$ cat src/rtl/muldiv_pkg.sv
// rtl/muldiv_pkg.sv - shared op encodings and FSM state type for the HI/LO unit
// Purpose: req_op encodings, controller state enum, and op classification helper.
// Ports: none (package).

package muldiv_pkg;

    typedef enum logic [2:0] {
        OP_MULT  = 3'd0,
        OP_MULTU = 3'd1,
        OP_DIV   = 3'd2,
        OP_DIVU  = 3'd3,
        OP_MTHI  = 3'd4,
        OP_MTLO  = 3'd5
    } muldiv_op_e;

    typedef enum logic [2:0] {
        IDLE     = 3'd0,
        DIV_REQ  = 3'd1,
        DIV_BUSY = 3'd2,
        MUL_BUSY = 3'd3,
        DONE     = 3'd4,
        DRAIN    = 3'd5
    } muldiv_state_e;

    // Multi-cycle ops that occupy the unit and stall the pipeline.
    function automatic logic is_long_op(input logic [2:0] op);
        return (op == OP_MULT) || (op == OP_MULTU) ||
               (op == OP_DIV)  || (op == OP_DIVU);
    endfunction

endpackage

$ cat src/rtl/muldiv_mul.sv
// rtl/muldiv_mul.sv - 2-stage pipelined 32x32 signed/unsigned multiplier
// Purpose: stage 1 captures sign-extended operands, stage 2 registers the
//          64-bit product; product is valid two cycles after in_valid.
// Ports:
//   clk, rst_n          clock, synchronous active-low reset
//   in_valid            launch a multiply with a/b this cycle
//   is_signed           treat a/b as two's-complement
//   a, b                32-bit operands
//   out_valid, product  64-bit result, valid two cycles after launch

module muldiv_mul (
    input  logic        clk,
    input  logic        rst_n,
    input  logic        in_valid,
    input  logic        is_signed,
    input  logic [31:0] a,
    input  logic [31:0] b,
    output logic        out_valid,
    output logic [63:0] product
);

    // A 33-bit signed form lets one multiplier serve both signed and unsigned ops.
    logic signed [32:0] a_s1;
    logic signed [32:0] b_s1;
    logic               v_s1;
    logic signed [63:0] prod_s1;

    assign prod_s1 = 64'(a_s1) * 64'(b_s1);

    always_ff @(posedge clk) begin
        if (!rst_n) begin
            a_s1      <= '0;
            b_s1      <= '0;
            v_s1      <= 1'b0;
            out_valid <= 1'b0;
            product   <= '0;
        end else begin
            v_s1      <= in_valid;
            out_valid <= v_s1;
            if (in_valid) begin
                a_s1 <= {is_signed & a[31], a};
                b_s1 <= {is_signed & b[31], b};
            end
            if (v_s1) begin
                product <= prod_s1;
            end
        end
    end

endmodule

$ cat src/rtl/muldiv_ctrl.sv
// rtl/muldiv_ctrl.sv - HI/LO multiply/divide sequencing controller
// Purpose: accepts EX-stage MULT/MULTU/DIV/DIVU/MTHI/MTLO, runs the internal
//          multiplier or the external divider handshake, stalls the pipeline
//          and writes HI/LO. Optional macro MULDIV_HILO_FWD_EN adds
//          fwd_valid/fwd_data presenting the DONE-cycle result for bypass.
// Ports:
//   clk, rst_n                       clock, synchronous active-low reset
//   req_valid, req_op, src_a, src_b  EX-stage request and rs/rt operands
//   ex_ex, int_flush                 exception suppress, pipeline flush
//   div_tvalid/div_tready            divider request handshake
//   div_sign, div_a, div_b           divider request payload
//   div_out_valid, div_quot, div_rem divider response
//   stall                            hold EX and earlier stages
//   hilo_we, hilo_wdata              [1]=HI [0]=LO write, data {HI,LO}
//   busy                             FSM not IDLE
//   fwd_valid, fwd_data              (MULDIV_HILO_FWD_EN only) bypass result

module muldiv_ctrl
    import muldiv_pkg::*;
(
    input  logic        clk,
    input  logic        rst_n,
    input  logic        req_valid,
    input  logic [2:0]  req_op,
    input  logic [31:0] src_a,
    input  logic [31:0] src_b,
    input  logic        ex_ex,
    input  logic        int_flush,
    output logic        div_tvalid,
    output logic        div_sign,
    output logic [31:0] div_a,
    output logic [31:0] div_b,
    input  logic        div_tready,
    input  logic        div_out_valid,
    input  logic [31:0] div_quot,
    input  logic [31:0] div_rem,
`ifdef MULDIV_HILO_FWD_EN
    output logic        fwd_valid,
    output logic [63:0] fwd_data,
`endif
    output logic        stall,
    output logic [1:0]  hilo_we,
    output logic [63:0] hilo_wdata,
    output logic        busy
);

    muldiv_state_e state_q, state_d;

    logic [2:0]  op_q;
    logic [31:0] a_q;
    logic [31:0] b_q;
    logic [63:0] res_q;

    logic        load_ops;
    logic        mul_start;
    logic        cap_div;
    logic        mul_valid;
    logic [63:0] mul_product;
    logic        op_is_mul_q;
    logic [63:0] done_data;

    // The multiplier is fed straight from the operand bus in the accepting
    // cycle so its product lands exactly in DONE.
    muldiv_mul u_mul (
        .clk       (clk),
        .rst_n     (rst_n),
        .in_valid  (mul_start),
        .is_signed (req_op == OP_MULT),
        .a         (src_a),
        .b         (src_b),
        .out_valid (mul_valid),
        .product   (mul_product)
    );

    assign op_is_mul_q = (op_q == OP_MULT) || (op_q == OP_MULTU);
    assign done_data   = (op_is_mul_q && mul_valid) ? mul_product : res_q;

    assign div_a    = a_q;
    assign div_b    = b_q;
    assign div_sign = (op_q == OP_DIV);
    assign busy     = (state_q != IDLE);

`ifdef MULDIV_HILO_FWD_EN
    assign fwd_valid = (state_q == DONE) && !int_flush;
    assign fwd_data  = done_data;
`endif

    always_ff @(posedge clk) begin
        if (!rst_n) begin
            state_q <= IDLE;
            op_q    <= '0;
            a_q     <= '0;
            b_q     <= '0;
            res_q   <= '0;
        end else begin
            state_q <= state_d;
            if (load_ops) begin
                op_q <= req_op;
                a_q  <= src_a;
                b_q  <= src_b;
            end
            if (cap_div) begin
                res_q <= {div_rem, div_quot};
            end
        end
    end

    always_comb begin
        state_d    = state_q;
        stall      = 1'b0;
        hilo_we    = 2'b00;
        hilo_wdata = '0;
        div_tvalid = 1'b0;
        load_ops   = 1'b0;
        mul_start  = 1'b0;
        cap_div    = 1'b0;

        case (state_q)
            IDLE: begin
                if (rst_n && req_valid && !ex_ex && !int_flush) begin
                    case (req_op)
                        OP_MTHI: begin
                            hilo_we    = 2'b10;
                            hilo_wdata = {src_a, 32'h0};
                        end
                        OP_MTLO: begin
                            hilo_we    = 2'b01;
                            hilo_wdata = {32'h0, src_a};
                        end
                        OP_MULT, OP_MULTU: begin
                            stall     = 1'b1;
                            load_ops  = 1'b1;
                            mul_start = 1'b1;
                            state_d   = MUL_BUSY;
                        end
                        OP_DIV, OP_DIVU: begin
                            stall    = 1'b1;
                            load_ops = 1'b1;
                            state_d  = DIV_REQ;
                        end
                        default: ;
                    endcase
                end
            end

            DIV_REQ: begin
                // tvalid stays up through a flush: if the divider takes it
                // this cycle the response still has to be drained.
                div_tvalid = 1'b1;
                stall      = !int_flush;
                if (int_flush) begin
                    state_d = div_tready ? DRAIN : IDLE;
                end else if (div_tready) begin
                    state_d = DIV_BUSY;
                end
            end

            DIV_BUSY: begin
                stall = !int_flush;
                if (int_flush) begin
                    state_d = div_out_valid ? IDLE : DRAIN;
                end else if (div_out_valid) begin
                    cap_div = 1'b1;
                    state_d = DONE;
                end
            end

            MUL_BUSY: begin
                stall   = !int_flush;
                state_d = int_flush ? IDLE : DONE;
            end

            DONE: begin
                if (!int_flush) begin
                    hilo_we    = 2'b11;
                    hilo_wdata = done_data;
                end
                state_d = IDLE;
            end

            DRAIN: begin
                // A waiting long op must not slip past while the stale
                // divider response is still outstanding.
                stall = req_valid && is_long_op(req_op) && !int_flush;
                if (div_out_valid) begin
                    state_d = IDLE;
                end
            end

            default: state_d = IDLE;
        endcase
    end

endmodule

$ cat config.mk
export PLATFORM = sky130hd
export DESIGN_NAME = muldiv_ctrl
export DESIGN_NICKNAME = d
export VERILOG_FILES = /design/src/rtl/muldiv_pkg.sv /design/src/rtl/muldiv_mul.sv /design/src/rtl/muldiv_ctrl.sv
export SDC_FILE = /design/constraint.sdc
export NUM_CORES = 2
export LEC_CHECK = 0
export CORE_ASPECT_RATIO = 0.8
export CORE_MARGIN = 2
export CORE_UTILIZATION = 30
export DETAILED_ROUTE_END_ITERATION = 10
export SLEW_MARGIN = 30
export SYNTH_ARGS = -nofsm -noshare
export SYNTH_HDL_FRONTEND = slang
export SYNTH_SLANG_ARGS = --single-unit
$ cat constraint.sdc
create_clock -name clk -period 9.3 [get_ports clk]
set_input_delay 1.395 -clock clk [delete_from_list [all_inputs] [get_ports clk]]
set_output_delay 1.395 -clock clk [all_outputs]
set_load 0.01 [all_outputs]
== Word level (Yosys, flattened, before mapping) ==
Index checks and enable logic that the tools add are counted.
Widths: inputs -> output; s select.

* Multipliers: 1
* Muxes and demuxes: 31
* Bitwise operators: 2
* Eq/ne operators: 17
* Reduce and logical (&&, ||, !) cells: 21

{| class="wikitable"
|+ Operator list
! kind !! count
|-
| $pmux 64 s2 || 2
|-
| $mux 64 || 3
|-
| $mul 33x33->64 || 1
|-
| $mux 3 || 9
|-
| $eq 3x2->1 const B || 5
|-
| $pmux 3 s5 || 1
|-
| $eq 3x3->1 const B || 4
|-
| $mux 1 || 10
|-
| $eq 3x1->1 const B || 3
|-
| $logic_not 3->1 || 3
|-
| $pmux 2 s2 || 2
|-
| $logic_and 1x1->1 || 6
|-
| $ne 3x3->1 const B || 2
|-
| $pmux 3 s2 || 1
|-
| $reduce_and 5->1 || 1
|-
| $logic_or 1x1->1 || 4
|-
| $mux 2 || 2
|-
| $ne 2x2->1 const B || 2
|-
| $reduce_or 2->1 || 2
|-
| $reduce_or 4->1 || 1
|-
| $ne 3x1->1 const B || 1
|-
| $pmux 1 s3 || 1
|-
| $reduce_bool 3->1 || 1
|-
| $reduce_or 3->1 || 1
|-
| other kinds (2) || 4
|}

* Output and inout bits: 134
* Word-level logic and storage cells: 82
* Register bits after elaboration: 266
* Input bits: 138

== Longest topological paths before layout ==
* Word-level depth: 7
* Depth in mapped cells: 28
* Gate-level depth less buffers: 26

== Modules after synthesis ==
A second synthesis with hierarchy kept.

* Cell total of the unflattened synthesis: 5423
* Area total of the unflattened synthesis: 49547.5 µm²

{| class="wikitable"
|+ By module, submodules not included
! module !! area each (µm²) !! sequential area each (µm²) !! cells each !! instances
|-
| muldiv_mul || 43103.8 || 2642.5 || 4591 || 1
|-
| muldiv_ctrl || 6443.7 || 2682.6 || 832 || 1
|}

== Least setup slack after synthesis ==
No wires, ideal clock.

* Kind: register to register
* Start: register u_mul.a_s1[32]
* End: register u_mul.product[60]
* Period minus slack after synthesis: 7878 ps
* Library setup time: 117 ps
* Path buffers: 1
* Stages on the path, launching flop included: 25
* Data required time: 9183 ps
* Slack: 1422 ps
* Arrival time: 7761 ps
* Cell sequence: dfxtp_1 > clkbuf_1 > nand2_1 > inv_1 > fa_1 > fa_1 > fa_1 > inv_1 > fa_1 > inv_1 > fa_1 > fa_1 > fa_1 > inv_1 > fa_1 > inv_1 > ha_1 > a21o_1 > a21o_1 > a221o_1 > nand2_1 > o21ai_0 > o31ai_1 > nand3_1 > a32o_1

* Word-level cells in the longest chain between the ends: 1

{| class="wikitable"
|+ RTL lines
! element !! line !! text
|-
| start, declared || muldiv_mul.sv:23 || <nowiki>logic signed [32:0] a_s1;</nowiki>
|-
| start signal, assigned || muldiv_mul.sv:41 || <nowiki>a_s1 <= {is_signed & a[31], a};</nowiki>
|-
| $mul 33x33->64 || muldiv_mul.sv:28 || <nowiki>assign prod_s1 = 64'(a_s1) * 64'(b_s1);</nowiki>
|-
| end signal, assigned || muldiv_mul.sv:45 || <nowiki>product <= prod_s1;</nowiki>
|-
| end, declared || muldiv_mul.sv:19 || <nowiki>output logic [63:0] product</nowiki>
|}

Every way passes these cells.
A chain may end at the register's enable or synchronous reset.

== Final worst setup path ==
* Start: register u_mul.b_s1[9]
* End: register u_mul.product[61]

* Word-level cells in the longest chain between the ends: 1

{| class="wikitable"
|+ RTL lines
! element !! line !! text
|-
| start, declared || muldiv_mul.sv:24 || <nowiki>logic signed [32:0] b_s1;</nowiki>
|-
| start signal, assigned || muldiv_mul.sv:42 || <nowiki>b_s1 <= {is_signed & b[31], b};</nowiki>
|-
| $mul 33x33->64 || muldiv_mul.sv:28 ||
|}

Every way passes these cells.

==> run metrics <==
clk slew on worst S/H paths=around 60 ps; Setup Buffers After CTS=0; Mean Syn Cell Area=8.88 µm²; Seq/Total Area, Yosys=0.109; Layout Skew=between 30 and 40 ps; VDD IR max=about 0.096 mV; Max H-tree Level=2; Arr. time, crit path=roughly 9100 ps; part of the cycle the worst path needs=0.930; status=finished clean; vias in the first global route=39100; min Tclk post-route=8650 ps; crit-path leading delay family=adder cells; WP buf/inv=7; RSZ-0062 raised after global routing=no; CTS tree=yes; number of synthesized flops with an enable pin=0; IO Port Bufs=between 200 and 300; f_max=approximately 120 MHz; first drt pass iteration count=6; critical-path maximum fanout=19; nets=7064; Worst Setup End Kind=flip-flop; Hold WC Path Type=flip-flop to flip-flop; Synth Register Bits=between 200 and 300; Pwr Density=between 50 and 60 nW/µm²; net count after synthesis=6982; Final Wtd Congestion=around 0.90; max-cap violation count=0; Worst-Margin Slew=990 ps; via/cell ratio=4.74; initial antenna violation count=4; Hold Fails Final Rpt=0; Yosys cell types=81; Crit Path Class=flip-flop to flip-flop; # setup viols final=0; slew margin rel.=0.339; area post-placement=between 50000 and 60000 µm²; Max clock buf depth=3; Max Slew Vio Count=0; Die ar.=approximately 170000 µm²; CP Launch Type=flip-flop; initial DRC count=about 2700; num rows=132; first-pass GRT wire length=233 mm; YS warnings=0; total number of vias=36800; Post-DP HPWL=121 mm; CTS hold repair buffers=0; total gr overflow=0; Post-CTS Resized=0; Syn-to-layout area delta=12.8%; fill count=16700; Async S/R FF share, synth=0; cell area after synthesis=48900 µm²; starting density of the core=0.302; final setup TNS=0 ps; clk_lat worst skew=590 ps; ys flop type=dfxtp_1; wire length per cell=18.9 µm; Die Ht=365 µm; core area=162000 µm²; Total Wirelength=~150 mm; Mapped Cells=5507; # IOs=about 270; TritonCTS Buffers=35; CTS Sinks=266; Die X=455 µm; Total GRT Usage=0.179; drt drc=0; CP most frequent cell=fa_1; worst endpoint required time=9760 ps; fraction of layout cells with a size suffix above 1=0.0378; largest net degree at the start of global routing=between 90 and 100; ANT nets after route=0; Worst path max stage delay=about 900 ps; leakage power=roughly 0.026 µW; CP max stage cell=fa_1; Final Instance Area=55200 µm²; Root Driver=clkbuf_16
==> power breakdown <==
part	internal, µW	switching [µW]	leakage [µW]	total (µW)
Sequential	1170	49.2	0.00215	1220
Combinational	152	247	0.0231	399
Clock	841	622	0.000584	1460
==> sequential cells by signal, indices dropped and copies added (netlist names) <==
register and flops:
u_mul.product 64, div_a 32, res_q 64, div_b 32
state_q 3, u_mul.out_valid 1, u_mul.v_s1 1, u_mul.b_s1 33
u_mul.a_s1 33, op_q 3
==> path summary, 6_finish.rpt <==
kind	slack [ps]	startpoint	depth (start not counted)	to
worst max-delay path	650	u_mul.b_s1[9]	25	u_mul.product[61]
worst min-delay path	450	div_b[30]	2	div_b[30]
worst max register to register	650	u_mul.b_s1[9]	25	u_mul.product[61]
worst min register to register	450	div_b[30]	2	div_b[30]
==> routing by layer <==
| layer | GRT usage | wire, µm | vias to the layer above |
|---|---|---|---|
| li1 | - | - | 16400 |
| met1 | 0.241 | 63700 | 19200 |
| met2 | 0.302 | 70700 | 1015 |
| met3 | 0.0203 | 7700 | 170 |
| met4 | 0.0524 | 4690 | 4 |
| met5 | 0 | 27 | - |
==> cell usage in the layout, fill, tap and decap left out, types with 16 or more instances in the layout <==
master           count
clkbuf_16           35
mux2i_1             89
nor2b_1             27
xor2_1              25
buf_4               98
nand4_1             16
clkdlybuf4s50_1    270
xnor2_1             37
ha_1               212
inv_1             1100
nand3_1             31
nand2_1           1034
a21oi_1            207
nor2_1              68
o21ai_0            181
fa_1              1125
a21o_1              32
dfxtp_1            252
and2_1             537
==> synthesized netlist by cell type (all sizes together), types with 5 or more instances <==
master | number | area share
fa | 1125 | 0.46
inv | 1101 | 0.085
nand2 | 1034 | 0.079
and2 | 538 | 0.069
clkbuf | 317 | 0.024
dfxtp | 266 | 0.11
ha | 212 | 0.054
a21oi | 211 | 0.022
o21ai | 187 | 0.019
mux2i | 89 | 0.018
nor2 | 71 | 0.0054
xnor2 | 37 | 0.0066
a21o | 33 | 0.0051
nand3 | 32 | 0.0033
nor2b | 27 | 0.0035
xor2 | 25 | 0.0045
nand4 | 18 | 0.0027
a211oi | 15 | 0.0026
nor3 | 14 | 0.0014
o21bai | 13 | 0.0020
nand2b | 12 | 0.0015
or3 | 12 | 0.0015
and3 | 11 | 0.0014
buf | 11 | 0.0011
a31oi | 9 | 0.0012
o211ai | 6 | 0.00092
o21a | 6 | 0.00092
o31ai | 5 | 0.00077
or2 | 5 | 0.00064
==> kinds of logic (layout without fill, tap and decap cells) <==
group,Yosys count,after routing,share of synthesized area
compound gates,538,538,0.0655
xor+xnor,62,62,0.0111
fa+ha+maj,1337,1337,0.515
buf+inv,1430,1538,0.110
flops,266,266,0.109
mux,89,89,0.0182
other cells,0,2,0
simple gates,1785,1785,0.171
==> final cells by class <==
type	instances	area [µm²]	area share
Tap cell	2144	2680	0.0486
Antenna cell	2	5.00	0.0000907
Sequential cell	266	5340	0.0968
Timing Repair Buffer	373	3530	0.0639
Inverter	1102	4140	0.0751
Clock inverter	18	250	0.00454
Clock buffer	45	973	0.0176
Multi-Input combinational cell	3811	38300	0.693
==> worst register-to-register path: stages (launching register included) <==
cell and delay, ps:
dfxtp_1 570, buf_4 360, nand2_1 140, inv_1 90
fa_1 720, inv_1 140, fa_1 900, fa_1 510
inv_1 80, fa_1 440, fa_1 580, fa_1 440
fa_1 490, inv_1 50, fa_1 470, inv_1 40
ha_1 340, inv_1 180, o21bai_1 110, a21oi_1 360
a21oi_1 180, o22ai_1 240, a211oi_1 90, a2111o_1 500
o311ai_0 380, o211ai_1 140
==> through the flow <==
step / hold WS [ps] / std cells / power [µW] / util / worst slack [ps]
floorplan: 425 / 5507 / 1420 / - / 1420
global placement: 441 / 7695 / 1630 / 0.333 / 776
detailed placement: 446 / 7696 / 1640 / 0.333 / 730
CTS: 454 / 7759 / 3110 / 0.341 / 740
global route: 467 / 7760 / 3180 / 0.341 / 216
finish: 452 / 7761 / 3080 / 0.341 / 649
(Power assumes the default switching activity.)
